`src/rtl/reader_pie_tx.sv`:
```
// rtl/reader_pie_tx.sv - Reader-side PIE forward-link transmitter for EPC Gen2.
// Serialises delimiter, data-0, RTcal, optional TRcal and MSB-first data symbols.
module reader_pie_tx #(
  parameter int DELIM_CLKS = 8,
  parameter int TARI_CLKS  = 16,
  parameter int PW_CLKS    = 8,
  parameter int RTCAL_CLKS = 48,
  parameter int TRCAL_CLKS = 64
) (
  input  logic        clk,
  input  logic        reset,
  input  logic        start,
  input  logic        preamble_sel,
  input  logic [6:0]  cmd_len,
  input  logic [63:0] cmd_bits,
  output logic        pie_out,
  output logic        busy,
  output logic        done,
  output logic [6:0]  bits_sent
);

  typedef enum logic [3:0] {
    IDLE, DELIM, D0_HI, D0_LO, RT_HI, RT_LO, TR_HI, TR_LO, DAT_HI, DAT_LO, FIN
  } state_t;

  // Counter reload values are duration-1: a state lasts until the counter reaches zero.
  localparam logic [9:0] DELIM_N = 10'(DELIM_CLKS - 1);
  localparam logic [9:0] D0H_N   = 10'(TARI_CLKS - PW_CLKS - 1);
  localparam logic [9:0] D1H_N   = 10'(2 * TARI_CLKS - PW_CLKS - 1);
  localparam logic [9:0] PW_N    = 10'(PW_CLKS - 1);
  localparam logic [9:0] RTH_N   = 10'(RTCAL_CLKS - PW_CLKS - 1);
  localparam logic [9:0] TRH_N   = 10'(TRCAL_CLKS - PW_CLKS - 1);

  state_t      state, state_n;
  logic [9:0]  cnt, cnt_n;
  logic [63:0] shreg, shreg_n;
  logic [6:0]  len_q, len_n;
  logic        psel_q, psel_n;
  logic        pie_n, busy_n, done_n;
  logic [6:0]  bits_n;
  logic [6:0]  bits_inc;
  logic        last;

  assign last     = (cnt == 10'd0);
  assign bits_inc = bits_sent + 7'd1;

  always_ff @(posedge clk or negedge reset) begin
    if (!reset) begin
      state     <= IDLE;
      cnt       <= '0;
      shreg     <= '0;
      len_q     <= '0;
      psel_q    <= 1'b0;
      pie_out   <= 1'b1;
      busy      <= 1'b0;
      done      <= 1'b0;
      bits_sent <= '0;
    end else begin
      state     <= state_n;
      cnt       <= cnt_n;
      shreg     <= shreg_n;
      len_q     <= len_n;
      psel_q    <= psel_n;
      pie_out   <= pie_n;
      busy      <= busy_n;
      done      <= done_n;
      bits_sent <= bits_n;
    end
  end

  always_comb begin
    state_n = state;
    cnt_n   = cnt - 10'd1;
    shreg_n = shreg;
    len_n   = len_q;
    psel_n  = psel_q;
    pie_n   = pie_out;
    busy_n  = busy;
    done_n  = 1'b0;
    bits_n  = bits_sent;

    case (state)
      IDLE: begin
        cnt_n  = '0;
        pie_n  = 1'b1;
        busy_n = 1'b0;
        if (start) begin
          psel_n  = preamble_sel;
          len_n   = (cmd_len > 7'd64) ? 7'd64 : cmd_len;
          shreg_n = cmd_bits;
          bits_n  = '0;
          busy_n  = 1'b1;
          pie_n   = 1'b0;
          cnt_n   = DELIM_N;
          state_n = DELIM;
        end
      end
      DELIM: if (last) begin
        state_n = D0_HI; pie_n = 1'b1; cnt_n = D0H_N;
      end
      D0_HI: if (last) begin
        state_n = D0_LO; pie_n = 1'b0; cnt_n = PW_N;
      end
      D0_LO: if (last) begin
        state_n = RT_HI; pie_n = 1'b1; cnt_n = RTH_N;
      end
      RT_HI: if (last) begin
        state_n = RT_LO; pie_n = 1'b0; cnt_n = PW_N;
      end
      RT_LO: if (last) begin
        pie_n = 1'b1;
        if (psel_q) begin
          state_n = TR_HI; cnt_n = TRH_N;
        end else if (len_q != 7'd0) begin
          state_n = DAT_HI; cnt_n = shreg[63] ? D1H_N : D0H_N;
        end else begin
          state_n = FIN; cnt_n = '0; done_n = 1'b1; busy_n = 1'b0;
        end
      end
      TR_HI: if (last) begin
        state_n = TR_LO; pie_n = 1'b0; cnt_n = PW_N;
      end
      TR_LO: if (last) begin
        pie_n = 1'b1;
        if (len_q != 7'd0) begin
          state_n = DAT_HI; cnt_n = shreg[63] ? D1H_N : D0H_N;
        end else begin
          state_n = FIN; cnt_n = '0; done_n = 1'b1; busy_n = 1'b0;
        end
      end
      DAT_HI: if (last) begin
        state_n = DAT_LO; pie_n = 1'b0; cnt_n = PW_N;
      end
      DAT_LO: if (last) begin
        // The next symbol's width comes from the bit that is about to become MSB.
        shreg_n = {shreg[62:0], 1'b0};
        bits_n  = bits_inc;
        pie_n   = 1'b1;
        if (bits_inc == len_q) begin
          state_n = FIN; cnt_n = '0; done_n = 1'b1; busy_n = 1'b0;
        end else begin
          state_n = DAT_HI; cnt_n = shreg[62] ? D1H_N : D0H_N;
        end
      end
      FIN: begin
        cnt_n   = '0;
        pie_n   = 1'b1;
        busy_n  = 1'b0;
        state_n = IDLE;
      end
      default: begin
        state_n = IDLE;
        cnt_n   = '0;
        pie_n   = 1'b1;
        busy_n  = 1'b0;
      end
    endcase
  end

endmodule

```
`config.mk`:
```
export PLATFORM = sky130hd
export DESIGN_NAME = reader_pie_tx
export DESIGN_NICKNAME = d
export VERILOG_FILES = /design/src/rtl/reader_pie_tx.sv
export SDC_FILE = /design/constraint.sdc
export NUM_CORES = 1
export LEC_CHECK = 0
export ABC_AREA = 0
export BUFFER_PORTS_ARGS = -buffer_cell sky130_fd_sc_hd__buf_4
export CAP_MARGIN = 25
export CORE_MARGIN = 5
export CORE_UTILIZATION = 35
export DETAILED_ROUTE_END_ITERATION = 16
export PLACE_DENSITY_LB_ADDON = 0.05
export SYNTH_ARGS = -nofsm -noshare
export SYNTH_HDL_FRONTEND = slang
export SYNTH_SLANG_ARGS = --single-unit
```
`constraint.sdc`:
```
create_clock -name clk -period 3.8 [get_ports clk]
set_clock_uncertainty 0.2 [all_clocks]
set_input_delay 0.95 -clock clk [delete_from_list [all_inputs] [get_ports clk]]
set_output_delay 0.95 -clock clk [all_outputs]
set_load 0.01 [all_outputs]
```
### Word level (Yosys, flattened, before mapping)

Cells that the tools add are included.

* reductions and logical operators: 13
* mux-type cells: 52
* equality and inequality tests: 24
* magnitude comparators: 1
* bitwise operators: 1
* add/sub/neg operators: 2

Operators by type and width (number)
* $mux 64: 2
* $pmux 64 s2: 1
* $pmux 10 s6: 1
* $mux 10: 5
* $mux 4: 11
* $pmux 4 s10: 1
* $ne 2x2->1 const B: 12
* $mux 7: 3
* $mux 5: 4
* $eq 4x3->1 const B: 4
* $mux 1: 16
* $pmux 7 s2: 1
* $logic_not 10->1: 1
* $reduce_and 10->1: 1
* $reduce_or 5->1: 2
* $sub 10x1->10 const B: 1
* $eq 4x2->1 const B: 2
* $eq 4x4->1 const B: 2
* $add 7x1->7 const B: 1
* $eq 7x7->1: 1
* $gt 7x7->1 const B: 1
* $reduce_bool 7->1: 1
* $mux 6: 1
* $pmux 1 s3: 2
* 13 further kinds: 16

* word-level logic and storage cells: 102
* output and inout bits: 10
* bits of input ports: 75
* register bits: 96

### Depth between registers and ports, before layout

Gate-level depths: netlist of the first run.

* depth in word-level cells: 5
* mapped depth: 10
* depth with buffers taken out: 7

### Worst setup path after synthesis of the first run

No wires, ideal clock.

* path type: in2reg
* start: in start
* end: reg cnt[0]
* setup time: 0.099 ns
* required time: 3.501 ns
* stages on the path: 5
* arrival time: 2.069 ns
* path slack: 1.432 ns
* buffers on the path: 0
* path through: or3b_2 -> a211oi_1 -> a211oi_1 -> and4bb_4 -> a311oi_1

* word-level cells in the longest chain between the ends: 2

RTL lines
* from (decl): RTL line 12 `input logic start,`
* $mux 3: RTL line 87 `if (start) begin`
* $pmux 10 s6: RTL line 82 `case (state)`
* named net cnt_n[0]: RTL line 35 `logic [9:0] cnt, cnt_n;`
* to (signal assigned): RTL line 60 `cnt <= cnt_n;`
* to (decl): RTL line 35

The timed path passes the listed nets, and every way through them passes these cells.
A chain may end at the register's enable or synchronous reset.

### Worst setup path after layout of the first run

* start: reg cnt[0]
* end: reg shreg[26]

* word-level cells in the longest chain between the ends: 3

RTL lines
* $logic_not 10->1: RTL line 44 `assign last = (cnt == 10'd0);`
* $ne 2x2->1 (no source line)
* $reduce_and 3->1 (no source line)
* to (signal assigned): RTL line 61 `shreg <= shreg_n;`
* to (decl): RTL line 36 `logic [63:0] shreg, shreg_n;`

Every way passes these cells.

==> results of run 1 <==
==> cell families (layout without fill, tap and decap cells) <==
| logic type | count (synthesis) | in the layout | synth area share |
|---|---|---|---|
| XOR/XNOR | 19 | 19 | 0.03315 |
| multiplexers | 66 | 66 | 0.1324 |
| adder cells (fa/ha/maj) | 3 | 3 | 0.007478 |
| AND/OR/NAND/NOR | 160 | 160 | 0.1523 |
| flip-flops | 96 | 96 | 0.4788 |
| buffers and inverters | 43 | 114 | 0.05135 |
| AO/OA/AOI/OAI | 123 | 123 | 0.1446 |
==> registers in the layout (all words and copies together) (netlist names), 4 cells and up <==
signal	count
state	4
cnt	10
shreg	64
bits_sent	7
len_q	7
==> power by group through the flow <==
| stage | Combinational (W) | Clock [W] | Sequential (W) |
|---|---|---|---|
| after CTS | 0.000143 | 0.000934 | 0.00107 |
| after global placement | 0.000141 | 0 | 0.00109 |
| final | 0.000138 | 0.000894 | 0.00107 |
| after floorplan | 0.0000499 | 0 | 0.00109 |
| after detailed placement | 0.000144 | 0 | 0.00109 |
| after global routing | 0.000160 | 0.000969 | 0.00108 |
==> worst max path at each step <==
stage | startpoint | to | slack (ns) | depth (start not counted)
floorplan | start | cnt[0] | 1.43 | 5
global placement | start | cnt[0] | 1.07 | 6
detailed placement | start | shreg[16] | 1.07 | 6
CTS | cnt[0] | shreg[26] | 1.06 | 8
global route | cnt[0] | shreg[6] | 0.84 | 8
finish | cnt[0] | shreg[26] | 1.04 | 8
==> layout make-up <==
type | instances | area, µm² | share of cell area
flip-flops and latches | 96 | 2404 | 0.3982
multi-input cells | 371 | 2365 | 0.3918
repair buffers | 94 | 738.2 | 0.1223
clock buffers | 11 | 252.7 | 0.04187
well taps | 180 | 225.2 | 0.03731
clock inverters | 5 | 36.28 | 0.006012
inverters | 4 | 15.01 | 0.002488
==> per-stage QoR <==
stage	std cells	cell area [µm²]	util	total power [W]	setup slack (ns)
final	761	6036	0.4315	0.002107	1.044
after global routing	761	6036	0.4315	0.002208	0.8356
after CTS	761	6036	0.4315	0.002152	1.059
after detailed placement	745	5747	0.4108	0.001238	1.074
after global placement	744	5719	0.4089	0.001234	1.074
after floorplan	510	5020	-	0.001138	1.432
==> worst reg2reg max path: stages, from the launching register on <==
cell     delay (ns)
dfrtp_1        0.42
inv_1          0.11
ha_1           0.15
nor3b_1        0.32
nand4_1        0.48
and2_4         0.52
buf_12         0.27
nand2_1        0.11
o21ai_1        0.06
==> synth_stat cells (7+ instances only) <==
cell      instances  area share
nor2_1           14       0.010
xnor2_1          12       0.021
xor2_1            7       0.012
nand2b_1          8       0.010
o21ai_2          10       0.017
buf_6            10       0.022
buf_2            14       0.014
o21ai_0          20       0.020
clkbuf_1         14       0.010
o21ai_1          56       0.056
mux2i_1          63        0.13
dfrtp_1          95        0.47
a21oi_1          13       0.013
nand3_1          16       0.016
nand2_1          91       0.068
==> layer usage <==
layer  global-route usage  share of wire  vias to the layer above  wire, µm
li1                     -              -                     1922         -
met1               0.1939           0.46                     1782      5341
met2               0.2278           0.48                       70      5485
met3              0.04544          0.048                       10       559
met4              0.03790          0.012                        0       142
met5                    0              0                        -         0
==> results.toml, run 1 <==
[drt]
first_iter_violations = 168
dr_total_vias = 3784
antenna_left = 0
drt-pass1-iter-count = 4
viasPerCell = 4.972
drc = 0
routed_wl_um = 11530
wire_per_inst_um = 15.15

[timing]
fmax_mhz = 362.9
finalSetupTns_ns = 0
finalSetupViolations = 0
period_minus_slack_ns = 2.756
maxSlewHeadroom = 0.5301
hold_viol_final = 0
period_share = 0.7251
worstMarginPinSlew_ns = 0.7048
maxSlewViolCount = 0
hold_slack_ns = 0.2805
rsz0062_at_grt = "false"

[setup_path]
reg2reg_slack_ns = 1.04
crit_type = "reg2reg"
worstPathRequired_ns = 3.83
worst-path-buf-inv = 2
slowest_stage = "and2_4"
r2r_start = "cnt[0]"
startpoint_type = "flop"
path_max_fanout = 57
crit_path_max_incr_delay_ns = 0.52
crit_arrival_ns = 2.79
cp_top_family = "simple AND/OR/NAND/NOR gates"
path_cells = "inv_1, ha_1, nor3b_1, nand4_1, and2_4, buf_12, nand2_1, o21ai_1"
rr_worst_depth = 8
endpoint_kind = "flop"
worstReg2RegEnd = "shreg[26]"

[clocking]
clk_pin_slew_ns = 0.07
clockBufferDepth = 2
clockRootBuffer = "clkbuf_16"
clk_latency_ns = 0.35
post_cts.resized_instances = 0
htree_levels = 3
cts_setup_buffers = 0
numClockSinks = 96
cts_hold_buffers = 0
numCtsBuffers = 9
tritoncts = "built"

[layout]
nets = 654
areaGrowthSynthToFinish_pct = 20.24
final_cell_mix = "95 x dfrtp_1, 92 x buf_4, 91 x nand2_1"
drive_gt1_frac = 0.2255
num_antenna_cells = 0
fillCellCount = 1418
mostFrequentLayoutCell = "dfrtp_1"

[pwr]
total_leakage_power_nw = 2.664
sw_frac_of_total = 0.2321
power_frac_clock = 0.425
intPower_w = 0.001618
pwr-share-comb = 0.066
power.density_mw_per_mm2 = 349.1
power.switching_w = 0.0004890
irDropWorstVdd_v = 0.0002371
seq_power_share = 0.510

[synth]
syn_inst = 510
synth-seq-cells = 96
syn-num-nets = 588
synth-edff-count = 0
ys_seq_area_frac = 0.4788
synth_area_mm2 = 0.005020
synth.distinct_cells = 50
avgSynthCellArea_um2 = 9.843
async_reset_ff_frac = 1.000
yosys_warnings = 0
synth_flop_cell = "dfrtp_1"

[die]
core_area_mm2 = 0.01399
dieArea_mm2 = 0.01684
dieHeight_um = 129.8
start_util = 0.3589
fp-row-count = 43
die_w_um = 129.8
io_pins = 85

[placement]
portBuffers = 84
dp_hpwl_um = 8166
place.gp.congestion = 0.8258

[grt]
grtUsageTotal = 0.1445
first_global_vias = 3893
grt_max_degree = 58
grt_first_pass_wirelength_um = 19240
overflow = 0
antenna_found_initial = 0

[hold_path]
hold_path_class = "reg2reg"
min_from = "shreg[53]"
min_path_cells = 2
min_to = "shreg[53]"

[flow_run]
maxCapViolCount = 0

[status]
status = "completed"
Note: power is estimated with default switching activity, not from simulation.
==> inputs of run 2 (changes only) <==
==> constraint.sdc (replaced) <==
create_clock -name clk -period 2.85 [get_ports clk]
set_clock_uncertainty 0.2 [all_clocks]
set_input_delay 0.7125 -clock clk [delete_from_list [all_inputs] [get_ports clk]]
set_output_delay 0.7125 -clock clk [all_outputs]
set_load 0.01 [all_outputs]
==> run 2 against run 1 <==
  * Count of clock-buffer cells in the layout stayed put
  * Flip-flop and latch count stayed put
  * Register-to-register slack worse by 0.63 ns
  * Combinational power up 36%
  * Wire length down 2.6%
  * Non-clock buffer count rose by 1
  * Global-route usage down 0.33 points
  * Critical path depth stayed put
  * Worst hold slack worse by 0.10 ns
  * Utilization up 0.16 points
  * Final cell count grew 0.13%
  * Via count down 1.6%
  * Largest cell class unchanged
  * Highest routed layer unchanged
==> results.toml, run 2 (synthesized netlist as in run 1, its figures left out) <==
[drt]
drc = 0
dr_total_vias = 3724
routed_wl_um = 11230
drt-pass1-iter-count = 4
antenna_left = 0
wire_per_inst_um = 14.74
viasPerCell = 4.887
first_iter_violations = 238

[grt]
grtUsageTotal = 0.1412
antenna_found_initial = 0
grt_max_degree = 93
grt_first_pass_wirelength_um = 18860
first_global_vias = 3859
overflow = 0

[die]
die_w_um = 129.8
io_pins = 85
core_area_mm2 = 0.01399
dieArea_mm2 = 0.01684
dieHeight_um = 129.8
start_util = 0.3589
fp-row-count = 43

[clocking]
numClockSinks = 96
htree_levels = 3
clk_pin_slew_ns = 0.07
post_cts.resized_instances = 0
numCtsBuffers = 9
clockBufferDepth = 2
cts_setup_buffers = 0
cts_hold_buffers = 0
tritoncts = "built"
clockRootBuffer = "clkbuf_16"
clk_latency_ns = 0.35

[pwr]
power.density_mw_per_mm2 = 469.7
power.total_w = 0.002846
irDropWorstVdd_v = 0.0002799
total_leakage_power_nw = 2.670

[layout]
fillCellCount = 1381
final_cell_area_mm2 = 0.006058
largest_registers = "shreg (64), cnt (10)"
nets = 655
largest-register = "shreg"
final_cell_mix = "95 x dfrtp_1, 92 x buf_4, 91 x nand2_1"
largest_reg_flops = 64
num_antenna_cells = 0
mostFrequentLayoutCell = "dfrtp_1"
drive_gt1_frac = 0.2251
areaGrowthSynthToFinish_pct = 20.69

[setup_path]
worst-path-buf-inv = 2
worstPathRequired_ns = 2.87
slowest_stage = "dfrtp_1"
path_cells = "inv_1, ha_1, nor3b_1, nand4_1, and2_4, buf_12, nand2_1, o21ai_1"
startpoint_type = "flop"
endpoint_kind = "flop"
crit_type = "reg2reg"
crit_path_max_incr_delay_ns = 0.42
cp_top_family = "simple AND/OR/NAND/NOR gates"
crit_arrival_ns = 2.46
path_max_fanout = 92

[timing]
finalSetupViolations = 0
finalSetupTns_ns = 0
hold_viol_final = 0
maxSlewViolCount = 0
period_minus_slack_ns = 2.438
rsz0062_at_grt = "false"
fmax_mhz = 410.1
worstMarginPinSlew_ns = 0.6315
period_share = 0.8555
hold_slack_ns = 0.1756
maxSlewHeadroom = 0.5790

[placement]
dpl-instance-area_mm2 = 0.005759
portBuffers = 84
dp_hpwl_um = 7908
place.gp.congestion = 0.8640

[hold_path]
hold_path_class = "in2async"

[flow_run]
maxCapViolCount = 0

[status]
status = "completed"
run 2: path summary, 6_finish.rpt:
| path | end | start | slack [ns] | cells after the start |
|---|---|---|---|---|
| hold reg to reg | shreg[52] | shreg[52] | 0.28 | 2 |
| min in group clk | shreg[52] | shreg[52] | 0.28 | 2 |
| setup / recovery | shreg[14] | cnt[0] | 0.41 | 8 |
| setup reg to reg | shreg[14] | cnt[0] | 0.41 | 8 |
| hold / removal | state[0] | reset | 0.18 | 1 |
| max in group asynchronous | bits_sent[4] | reset | 1.67 | 2 |
run 2: routing by layer:
| layer | share of wire | vias to the layer above | wire, µm | track usage |
|---|---|---|---|---|
| met5 | 0 | - | 0 | 0 |
| met4 | 0.012 | 0 | 131 | 0.03667 |
| met3 | 0.049 | 11 | 547 | 0.04789 |
| met2 | 0.47 | 70 | 5224 | 0.2241 |
| met1 | 0.47 | 1725 | 5325 | 0.1859 |
| li1 | - | 1918 | - | - |
run 2: final cells by class:
class / count / area (µm²) / share of cell area
clock buffers: 11 / 242.7 / 0.04007
clock inverters: 5 / 56.30 / 0.009294
inverters: 4 / 15.01 / 0.002478
multi-input cells: 371 / 2365 / 0.3903
flip-flops and latches: 96 / 2404 / 0.3967
well taps: 180 / 225.2 / 0.03717
repair buffers: 95 / 750.7 / 0.1239
run 2: where the power goes:
group / internal (W) / switching [W]
Combinational: 0.000106 / 0.0000805
Sequential: 0.00141 / 0.0000248
Clock: 0.000703 / 0.000523
run 2: metrics by stage:
step	instances	util	worst slack (ns)
2_1_floorplan	510	-	0.6659
3_3_place_gp	746	0.4117	0.4472
3_5_place_dp	746	0.4117	0.4042
4_1_cts	762	0.4331	0.4031
5_1_grt	762	0.4331	0.2486
6_report	762	0.4331	0.4118
